**config.mk**
```make
export PLATFORM = sky130hd
export DESIGN_NAME = alu_ctrl_flat
export DESIGN_NICKNAME = d
export VERILOG_FILES = /design/src/rtl/alu_ctrl_pkg.sv /design/src/rtl/alu_ctrl_if.sv /design/src/rtl/alu_op_decode.sv /design/src/rtl/alu_ctrl.sv /design/src/flat_wrapper.sv
export SDC_FILE = /design/constraint.sdc
export NUM_CORES = 1
export LEC_CHECK = 0
export ABC_AREA = 1
export BUFFER_PORTS_ARGS = -buffer_cell sky130_fd_sc_hd__buf_2
export CAP_MARGIN = 20
export CORE_ASPECT_RATIO = 0.7
export CORE_MARGIN = 10
export CORE_UTILIZATION = 50
export CTS_BUF_LIST = sky130_fd_sc_hd__clkbuf_8 sky130_fd_sc_hd__clkbuf_16
export CTS_CLUSTER_DIAMETER = 120
export DETAILED_ROUTE_END_ITERATION = 10
export PLACE_DENSITY = 0.81
export SLEW_MARGIN = 20
export SYNTH_ARGS = -nofsm -noshare
export SYNTH_HDL_FRONTEND = slang
export SYNTH_SLANG_ARGS = --single-unit
```
**constraint.sdc**
```tcl
create_clock -name clk -period 3.6 [get_ports clk]
set_clock_uncertainty 0.2 [all_clocks]
set_input_delay 0 -clock clk [delete_from_list [all_inputs] [get_ports clk]]
set_output_delay 0 -clock clk [all_outputs]
set_load 0.01 [all_outputs]
```
**src/rtl/alu_ctrl_pkg.sv**
```systemverilog
// rtl/alu_ctrl_pkg.sv - shared constants, types and helpers for alu_ctrl
// Purpose: ARM opcode and ALU select constants, FSM state type, flag bit
//          indices, decoded-operation struct and the flag merge helper.
// Ports:   none (package).
package alu_ctrl_pkg;

    // ARM data-processing opcodes
    localparam logic [3:0] OP_AND = 4'b0000;
    localparam logic [3:0] OP_EOR = 4'b0001;
    localparam logic [3:0] OP_SUB = 4'b0010;
    localparam logic [3:0] OP_RSB = 4'b0011;
    localparam logic [3:0] OP_ADD = 4'b0100;
    localparam logic [3:0] OP_ADC = 4'b0101;
    localparam logic [3:0] OP_SBC = 4'b0110;
    localparam logic [3:0] OP_RSC = 4'b0111;
    localparam logic [3:0] OP_TST = 4'b1000;
    localparam logic [3:0] OP_TEQ = 4'b1001;
    localparam logic [3:0] OP_CMP = 4'b1010;
    localparam logic [3:0] OP_CMN = 4'b1011;
    localparam logic [3:0] OP_ORR = 4'b1100;
    localparam logic [3:0] OP_MOV = 4'b1101;
    localparam logic [3:0] OP_BIC = 4'b1110;
    localparam logic [3:0] OP_MVN = 4'b1111;

    // ALU select codes
    localparam logic [3:0] ALU_PASSB = 4'b0000;
    localparam logic [3:0] ALU_ADD   = 4'b0001;
    localparam logic [3:0] ALU_AND   = 4'b0101;
    localparam logic [3:0] ALU_OR    = 4'b0110;
    localparam logic [3:0] ALU_NOTB  = 4'b0111;
    localparam logic [3:0] ALU_SUB   = 4'b1011;

    // Flag bit positions, shared by alu_flags and flags
    localparam int FLAG_V = 0;
    localparam int FLAG_N = 1;
    localparam int FLAG_Z = 2;
    localparam int FLAG_C = 3;

    typedef enum logic [1:0] {
        ST_IDLE  = 2'd0,
        ST_EXEC1 = 2'd1,
        ST_EXEC2 = 2'd2,
        ST_RESP  = 2'd3
    } state_t;

    typedef struct packed {
        logic [3:0] sel1;      // select for the first (or only) pass
        logic [3:0] sel2;      // select for the second pass (BIC only)
        logic       swap;      // route Rn to alu_b and operand 2 to alu_a
        logic       two_pass;
        logic       write;     // result targets Rd
        logic       arith;     // C and V are meaningful
        logic       illegal;
    } decode_t;

    // Logical ops only refresh N and Z; C and V carry over from before.
    function automatic logic [3:0] merge_flags(input logic [3:0] cur,
                                               input logic [3:0] alu,
                                               input logic       arith);
        logic [3:0] nxt;
        nxt         = arith ? alu : cur;
        nxt[FLAG_N] = alu[FLAG_N];
        nxt[FLAG_Z] = alu[FLAG_Z];
        return nxt;
    endfunction

endpackage

```
**src/rtl/alu_ctrl_if.sv**
```systemverilog
// rtl/alu_ctrl_if.sv - request, ALU and response bus of alu_ctrl
// Purpose: groups the request handshake, the ALU drive/return signals and
//          the response handshake plus status flags.
// Ports:   slave  = alu_ctrl side; master = requester/ALU/consumer side.
interface alu_ctrl_if #(
    parameter int WIDTH = 32
);
    logic             req_valid;
    logic             req_ready;
    logic [3:0]       req_op;
    logic             req_setflags;
    logic [WIDTH-1:0] req_a;
    logic [WIDTH-1:0] req_b;

    logic [3:0]       alu_s;
    logic [WIDTH-1:0] alu_a;
    logic [WIDTH-1:0] alu_b;
    logic             alu_sign;
    logic [WIDTH-1:0] alu_y;
    logic [3:0]       alu_flags;

    logic             rsp_valid;
    logic             rsp_ready;
    logic [WIDTH-1:0] rsp_result;
    logic             rsp_write;
    logic             rsp_illegal;
    logic [3:0]       flags;

    modport slave (
        input  req_valid, req_op, req_setflags, req_a, req_b,
        input  alu_y, alu_flags, rsp_ready,
        output req_ready, alu_s, alu_a, alu_b, alu_sign,
        output rsp_valid, rsp_result, rsp_write, rsp_illegal, flags
    );

    modport master (
        output req_valid, req_op, req_setflags, req_a, req_b,
        output alu_y, alu_flags, rsp_ready,
        input  req_ready, alu_s, alu_a, alu_b, alu_sign,
        input  rsp_valid, rsp_result, rsp_write, rsp_illegal, flags
    );
endinterface

```
**src/rtl/alu_op_decode.sv**
```systemverilog
// rtl/alu_op_decode.sv - ARM opcode to ALU control decode
// Purpose: combinational map from ARM data-processing opcode to ALU selects,
//          operand swap, pass count, write-back, arithmetic and illegal flags.
// Ports:   i_op  - ARM opcode
//          o_dec - decoded control (decode_t)
module alu_op_decode
    import alu_ctrl_pkg::*;
(
    input  logic [3:0] i_op,
    output decode_t    o_dec
);

    always_comb begin
        o_dec       = '0;
        o_dec.write = 1'b1;
        case (i_op)
            OP_AND: o_dec.sel1 = ALU_AND;
            OP_SUB: begin o_dec.sel1 = ALU_SUB; o_dec.arith = 1'b1; end
            OP_RSB: begin o_dec.sel1 = ALU_SUB; o_dec.arith = 1'b1; o_dec.swap = 1'b1; end
            OP_ADD: begin o_dec.sel1 = ALU_ADD; o_dec.arith = 1'b1; end
            OP_TST: begin o_dec.sel1 = ALU_AND; o_dec.write = 1'b0; end
            OP_CMP: begin o_dec.sel1 = ALU_SUB; o_dec.arith = 1'b1; o_dec.write = 1'b0; end
            OP_CMN: begin o_dec.sel1 = ALU_ADD; o_dec.arith = 1'b1; o_dec.write = 1'b0; end
            OP_ORR: o_dec.sel1 = ALU_OR;
            OP_MOV: o_dec.sel1 = ALU_PASSB;
            // BIC = Rn AND NOT op2: invert op2 first, then AND with Rn
            OP_BIC: begin o_dec.sel1 = ALU_NOTB; o_dec.sel2 = ALU_AND; o_dec.two_pass = 1'b1; end
            OP_MVN: o_dec.sel1 = ALU_NOTB;
            default: begin o_dec.illegal = 1'b1; o_dec.write = 1'b0; end
        endcase
    end

endmodule

```
**src/rtl/alu_ctrl.sv**
```systemverilog
// rtl/alu_ctrl.sv - ALU sequencing front-end with status flags
// Purpose: accepts ARM data-processing requests, drives one or two ALU
//          passes, captures the result and maintains V/N/Z/C.
// Ports:   clk   - rising-edge clock
//          reset - synchronous active-high reset
//          bus   - alu_ctrl_if.slave (request, ALU and response signals)
module alu_ctrl
    import alu_ctrl_pkg::*;
#(
    parameter int WIDTH = 32
)(
    input  logic       clk,
    input  logic       reset,
    alu_ctrl_if.slave  bus
);

    decode_t          w_dec;

    state_t           r_state;
    logic             r_req_ready;
    logic [3:0]       r_alu_s;
    logic [WIDTH-1:0] r_alu_a;
    logic [WIDTH-1:0] r_alu_b;     // also holds the BIC intermediate (tmp)
    logic [3:0]       r_sel2;
    logic             r_two_pass;
    logic             r_write;
    logic             r_arith;
    logic             r_setflags;
    logic             r_rsp_valid;
    logic [WIDTH-1:0] r_rsp_result;
    logic             r_rsp_write;
    logic             r_rsp_illegal;
    logic [3:0]       r_flags;

    alu_op_decode u_decode (
        .i_op  (bus.req_op),
        .o_dec (w_dec)
    );

    always_ff @(posedge clk) begin
        if (reset) begin
            r_state       <= ST_IDLE;
            r_req_ready   <= 1'b1;
            r_alu_s       <= '0;
            r_alu_a       <= '0;
            r_alu_b       <= '0;
            r_sel2        <= '0;
            r_two_pass    <= 1'b0;
            r_write       <= 1'b0;
            r_arith       <= 1'b0;
            r_setflags    <= 1'b0;
            r_rsp_valid   <= 1'b0;
            r_rsp_result  <= '0;
            r_rsp_write   <= 1'b0;
            r_rsp_illegal <= 1'b0;
            r_flags       <= '0;
        end else begin
            case (r_state)
                ST_IDLE: begin
                    if (bus.req_valid && r_req_ready) begin
                        r_req_ready <= 1'b0;
                        if (w_dec.illegal) begin
                            // Response fields settle now; rsp_valid follows
                            // one cycle later so latency matches a single pass.
                            r_rsp_result  <= '0;
                            r_rsp_write   <= 1'b0;
                            r_rsp_illegal <= 1'b1;
                            r_state       <= ST_RESP;
                        end else begin
                            r_alu_s    <= w_dec.sel1;
                            r_alu_a    <= w_dec.swap ? bus.req_b : bus.req_a;
                            r_alu_b    <= w_dec.swap ? bus.req_a : bus.req_b;
                            r_sel2     <= w_dec.sel2;
                            r_two_pass <= w_dec.two_pass;
                            r_write    <= w_dec.write;
                            r_arith    <= w_dec.arith;
                            r_setflags <= bus.req_setflags;
                            r_state    <= ST_EXEC1;
                        end
                    end
                end
                ST_EXEC1, ST_EXEC2: begin
                    if (r_state == ST_EXEC1 && r_two_pass) begin
                        // alu_a keeps Rn; the first-pass result becomes alu_b
                        r_alu_s <= r_sel2;
                        r_alu_b <= bus.alu_y;
                        r_state <= ST_EXEC2;
                    end else begin
                        r_rsp_valid   <= 1'b1;
                        r_rsp_result  <= bus.alu_y;
                        r_rsp_write   <= r_write;
                        r_rsp_illegal <= 1'b0;
                        if (r_setflags) begin
                            r_flags <= merge_flags(r_flags, bus.alu_flags, r_arith);
                        end
                        r_state <= ST_RESP;
                    end
                end
                ST_RESP: begin
                    if (!r_rsp_valid) begin
                        // only reached on the illegal path
                        r_rsp_valid <= 1'b1;
                    end else if (bus.rsp_ready) begin
                        r_rsp_valid <= 1'b0;
                        r_req_ready <= 1'b1;
                        r_state     <= ST_IDLE;
                    end
                end
                default: r_state <= ST_IDLE;
            endcase
        end
    end

    assign bus.req_ready   = r_req_ready;
    assign bus.alu_s       = r_alu_s;
    assign bus.alu_a       = r_alu_a;
    assign bus.alu_b       = r_alu_b;
    assign bus.alu_sign    = 1'b1;
    assign bus.rsp_valid   = r_rsp_valid;
    assign bus.rsp_result  = r_rsp_result;
    assign bus.rsp_write   = r_rsp_write;
    assign bus.rsp_illegal = r_rsp_illegal;
    assign bus.flags       = r_flags;

endmodule

```
**src/flat_wrapper.sv**
```systemverilog
// flat-port wrapper written by rule: the top's interface ports become plain ports
module alu_ctrl_flat import alu_ctrl_pkg::*;
#(
    parameter int WIDTH = 32
)
  (clk, reset, bus_req_valid, bus_req_op, bus_req_setflags, bus_req_a, bus_req_b, bus_alu_y, bus_alu_flags, bus_rsp_ready, bus_req_ready, bus_alu_s, bus_alu_a, bus_alu_b, bus_alu_sign, bus_rsp_valid, bus_rsp_result, bus_rsp_write, bus_rsp_illegal, bus_flags);
  alu_ctrl_if #(.WIDTH(WIDTH)) bus_i ();
  input  logic clk;
  input  logic reset;
  input wire logic [$bits(bus_i.req_valid)-1:0] bus_req_valid;
  input wire logic [$bits(bus_i.req_op)-1:0] bus_req_op;
  input wire logic [$bits(bus_i.req_setflags)-1:0] bus_req_setflags;
  input wire logic [$bits(bus_i.req_a)-1:0] bus_req_a;
  input wire logic [$bits(bus_i.req_b)-1:0] bus_req_b;
  input wire logic [$bits(bus_i.alu_y)-1:0] bus_alu_y;
  input wire logic [$bits(bus_i.alu_flags)-1:0] bus_alu_flags;
  input wire logic [$bits(bus_i.rsp_ready)-1:0] bus_rsp_ready;
  output wire logic [$bits(bus_i.req_ready)-1:0] bus_req_ready;
  output wire logic [$bits(bus_i.alu_s)-1:0] bus_alu_s;
  output wire logic [$bits(bus_i.alu_a)-1:0] bus_alu_a;
  output wire logic [$bits(bus_i.alu_b)-1:0] bus_alu_b;
  output wire logic [$bits(bus_i.alu_sign)-1:0] bus_alu_sign;
  output wire logic [$bits(bus_i.rsp_valid)-1:0] bus_rsp_valid;
  output wire logic [$bits(bus_i.rsp_result)-1:0] bus_rsp_result;
  output wire logic [$bits(bus_i.rsp_write)-1:0] bus_rsp_write;
  output wire logic [$bits(bus_i.rsp_illegal)-1:0] bus_rsp_illegal;
  output wire logic [$bits(bus_i.flags)-1:0] bus_flags;
  assign bus_i.req_valid = bus_req_valid;
  assign bus_i.req_op = bus_req_op;
  assign bus_i.req_setflags = bus_req_setflags;
  assign bus_i.req_a = bus_req_a;
  assign bus_i.req_b = bus_req_b;
  assign bus_i.alu_y = bus_alu_y;
  assign bus_i.alu_flags = bus_alu_flags;
  assign bus_i.rsp_ready = bus_rsp_ready;
  assign bus_req_ready = bus_i.req_ready;
  assign bus_alu_s = bus_i.alu_s;
  assign bus_alu_a = bus_i.alu_a;
  assign bus_alu_b = bus_i.alu_b;
  assign bus_alu_sign = bus_i.alu_sign;
  assign bus_rsp_valid = bus_i.rsp_valid;
  assign bus_rsp_result = bus_i.rsp_result;
  assign bus_rsp_write = bus_i.rsp_write;
  assign bus_rsp_illegal = bus_i.rsp_illegal;
  assign bus_flags = bus_i.flags;
  alu_ctrl #(.WIDTH(WIDTH)) u_core (.clk(clk), .reset(reset), .bus(bus_i));
endmodule
```
==> reports/metrics.csv <==
stage,metric,value,unit
sta,hold_ws,169,ps
die,chip height,111,microns
clock_network,post-CTS setup buffers,0,
grt,GR Util All Layers,28.7,%
die,Initial Util,50.9,%
routing,DRT Wirelength,24.5,mm
routing,Detail Route Antenna Nets,0,
synthesis,Post-Synth Adder-Cell Area,0.631,%
clock_network,clock sink total,114,
die,core area,11700,sq um
synthesis,Mean Syn Cell Area,6.13,sq um
job,MaxCap Viol Count,0,
power,maximum vdd ir drop,621,uV
power,Tot Pwr,7930,uW
synthesis,unique cell type count in the Yosys netlist,24,
grt,Most Crowded Layer GR,met2,
placement,dpl cells,1293,
clock_network,clock tree buffer depth,2,
die,# rows,33,
routing,1st-pass router iterations,6,
worst_hold_path,Hold Path Class,input port to flip-flop,
synthesis,Synth Area in Simple Gates,39.7,%
synthesis,synth warn,0,
sta,Max Slew Vio Count,0,
final_layout,fill cell count,743,
grt,largest net degree at the start of global routing,97,
worst_setup_path,depth of the worst register-to-register path,9,
synthesis,mux contribution to synthesized area,0,%
worst_setup_path,worst r2r dst,u_core.bus.alu_a[22]$_SDFFE_PP0P_,
synthesis,Post-Syn Area,5950,sq um
routing,# DRC,0,
outcome,status,"complete, no violations",
routing,DR WL/cell,16.5,microns
sta,endpoints failing setup,0,
clock_network,H-tree depth,4,
grt,global-route wire length before repair,39.2,mm
clock_network,clk root buf,clkbuf_16,
synthesis,sequential share of the synthesized area,38.4,%
clock_network,TritonCTS clock tree,done,
synthesis,Yosys reg bits,114,
final_layout,post-route insts no fill,1487,
worst_setup_path,crit path max fanout,96,
power,Pwr Density,854,nW/um^2
die,die width,150,microns
worst_setup_path,Worst R2R Start,u_core.r_state[1]$_SDFFE_PP0P_,
final_layout,nets,1428,
sta,transition time of the tightest slew-check pin,869,ps
die,die area,16700,sq um
final_layout,layout overhead on the synthesized area,56.2,%
routing,Initial DRC Count,748,
synthesis,Synth Area in Compound Gates,8.88,%
routing,Vias/cell,5.17,
final_layout,"Core Util, Final",79.5,%
synthesis,largest family of logic cells by synthesized area,simple AND/OR/NAND/NOR gates,
clock_network,clk_lat worst skew,400,ps
worst_setup_path,WP data arrival,3300,ps
grt,M2 GR Usage,46.4,%
sta,final setup TNS,0,ps
sta,fmax,317,MHz
worst_setup_path,CP required,3740,ps
synthesis,Gate Count Post-Synth,970,
synthesis,Synth Area in XOR/XNOR,0,%
sta,"Min Clock Period, post-route",3160,ps
worst_hold_path,WHS Endpoint,u_core.bus.flags[3]$_SDFFE_PP0P_,
worst_setup_path,Critical Path Sink Type,flip-flop,
routing,routed vias,7695,
sta,Final Hold Viols,0,
placement,detailed placement HPWL,14.4,mm
worst_setup_path,CP Launch Type,input port,
sta,Slew HR,42.0,%
grt,initial antenna violation count,1,
placement,Port Buffers,216,
synthesis,Synth Net Count,1082,
grt,met3 usage,9.50,%
grt,gr ovfl total,0,
worst_hold_path,hold path start,bus_alu_flags[3],
worst_setup_path,Setup CP Type,input port to flip-flop,
final_layout,ratio of cells with drive above 1 in the final layout,20.3,%
grt,met1 Resource Use GR,33.0,%
clock_network,Worst-path clk slew,60,ps
worst_hold_path,worst hold path cell count,4,
grt,vias in the first global route,7625,
worst_setup_path,Reg2Reg Setup Slack,860,ps
die,Top Ports,218,
clock_network,CTS buffer count,17,
sta,RSZ-0062 raised after global routing,false,
sta,fin crit share,87.8,%
power,Leak,0.00508,uW
placement,routability cong.,0.907,
## Yosys cell counts, drive strengths merged
cell type / count / area share (%)
ha: 3 / 0.63
conb: 1 / 0.063
nand2: 339 / 21
o21ai: 45 / 3.8
nor3: 3 / 0.25
clkbuf: 23 / 1.5
nand3b: 32 / 4.0
a21oi: 59 / 5.0
buf: 38 / 3.6
nand3: 58 / 5.0
dfxtp: 114 / 38
nand4: 4 / 0.53
a211oi: 1 / 0.13
inv: 116 / 7.3
nor2: 134 / 8.5
## per-stage QoR
stage	instance area [sq um]	setup WS [ps]
floorplan	5950	1790
global placement	7020	1340
detailed placement	7020	1270
CTS	9290	741
global route	9290	287
finish	9290	441
## area by class of cell
type	instances	area, sq um	share of cell area (%)
diodes	1	2.50	0.0269
clock buffers	17	425	4.58
clock inverters	15	229	2.46
inverters	116	435	4.69
multi-input cells	679	2930	31.6
flip-flops and latches	114	2280	24.6
well taps	157	196	2.11
repair buffers	388	2790	30.0
## worst max path at each step
stage	depth (start not counted)	end	start
5_1_grt	12	u_core.bus.alu_a[17]$_SDFFE_PP0P_	bus_req_op[1]
4_1_cts	12	u_core.bus.alu_a[17]$_SDFFE_PP0P_	bus_req_op[0]
6_report	12	u_core.bus.alu_a[17]$_SDFFE_PP0P_	bus_req_op[1]
2_1_floorplan	10	u_core.bus.rsp_result[24]$_SDFFE_PP0P_	u_core.r_state[0]$_SDFFE_PP0P_
3_5_place_dp	11	u_core.bus.rsp_result[18]$_SDFFE_PP0P_	u_core.r_state[0]$_SDFFE_PP0P_
3_3_place_gp	11	u_core.bus.rsp_result[31]$_SDFFE_PP0P_	u_core.r_state[0]$_SDFFE_PP0P_
## flip-flops by register name, indices dropped and copies added, names as in the netlist
| signal | cells |
|---|---|
| u_core.r_state | 2 |
| u_core.bus.alu_a | 32 |
| u_core.bus.alu_s | 4 |
| u_core.r_setflags | 1 |
| u_core.bus.rsp_illegal | 1 |
| u_core.r_sel2 | 1 |
| u_core.bus.rsp_write | 1 |
| u_core.bus.rsp_result | 32 |
| u_core.bus.rsp_valid | 1 |
| u_core.bus.req_ready | 1 |
| u_core.bus.flags | 4 |
| u_core.r_arith | 1 |
| u_core.r_write | 1 |
| u_core.bus.alu_b | 32 |
## logic make-up (layout without fill, tap and decap cells)
group,count (synthesis),count (layout)
simple gates,570,570
buf+inv,177,536
flops,114,114
compound gates,105,105
fa+ha+maj,3,3
other cells,1,2
## placed cells by master, fill, tap and decap left out, drive strengths merged, types with 3 or more instances in the layout
cell           n
dlygate4sd3  161
buf          227
nand3b        32
nand3         58
nor2         134
clkbuf        17
nor3           3
a21oi         59
clkinv         6
inv          119
o21ai         45
nand4          4
bufinv         5
ha             3
dfxtp        114
nand2        339
## worst max-delay path, stage by stage
cell and delay (ps):
dlygate4sd3_1 550, buf_2 170, nand2_1 80, inv_2 40
nand2_2 40, buf_4 660, nand2_1 150, o21ai_1 140
dlygate4sd3_1 570, nand2_1 50, a21oi_1 200, dlygate4sd3_1 610
## power breakdown
group          switching (uW)  internal (uW)  total, uW
logic                    2570           1540       4100
clock network             640           1240       1880
registers                 253           1700       1950
total                    3460           4470       7930
## what timing repair did
| item | 4_1_cts | 5_1_grt |
|---|---|---|
| endpoints found under the hold margin | 112 | 0 |
| hold buffers | 161 | 0 |
| resized for setup | 0 | 0 |
## metal layers
layer / part of all wire, % / vias up
li1: - / 3677
met1: 37 / 3431
met2: 47 / 487
met3: 11 / 100
met4: 4.4 / 0
met5: 0 / -
(Power assumes the default switching activity.)
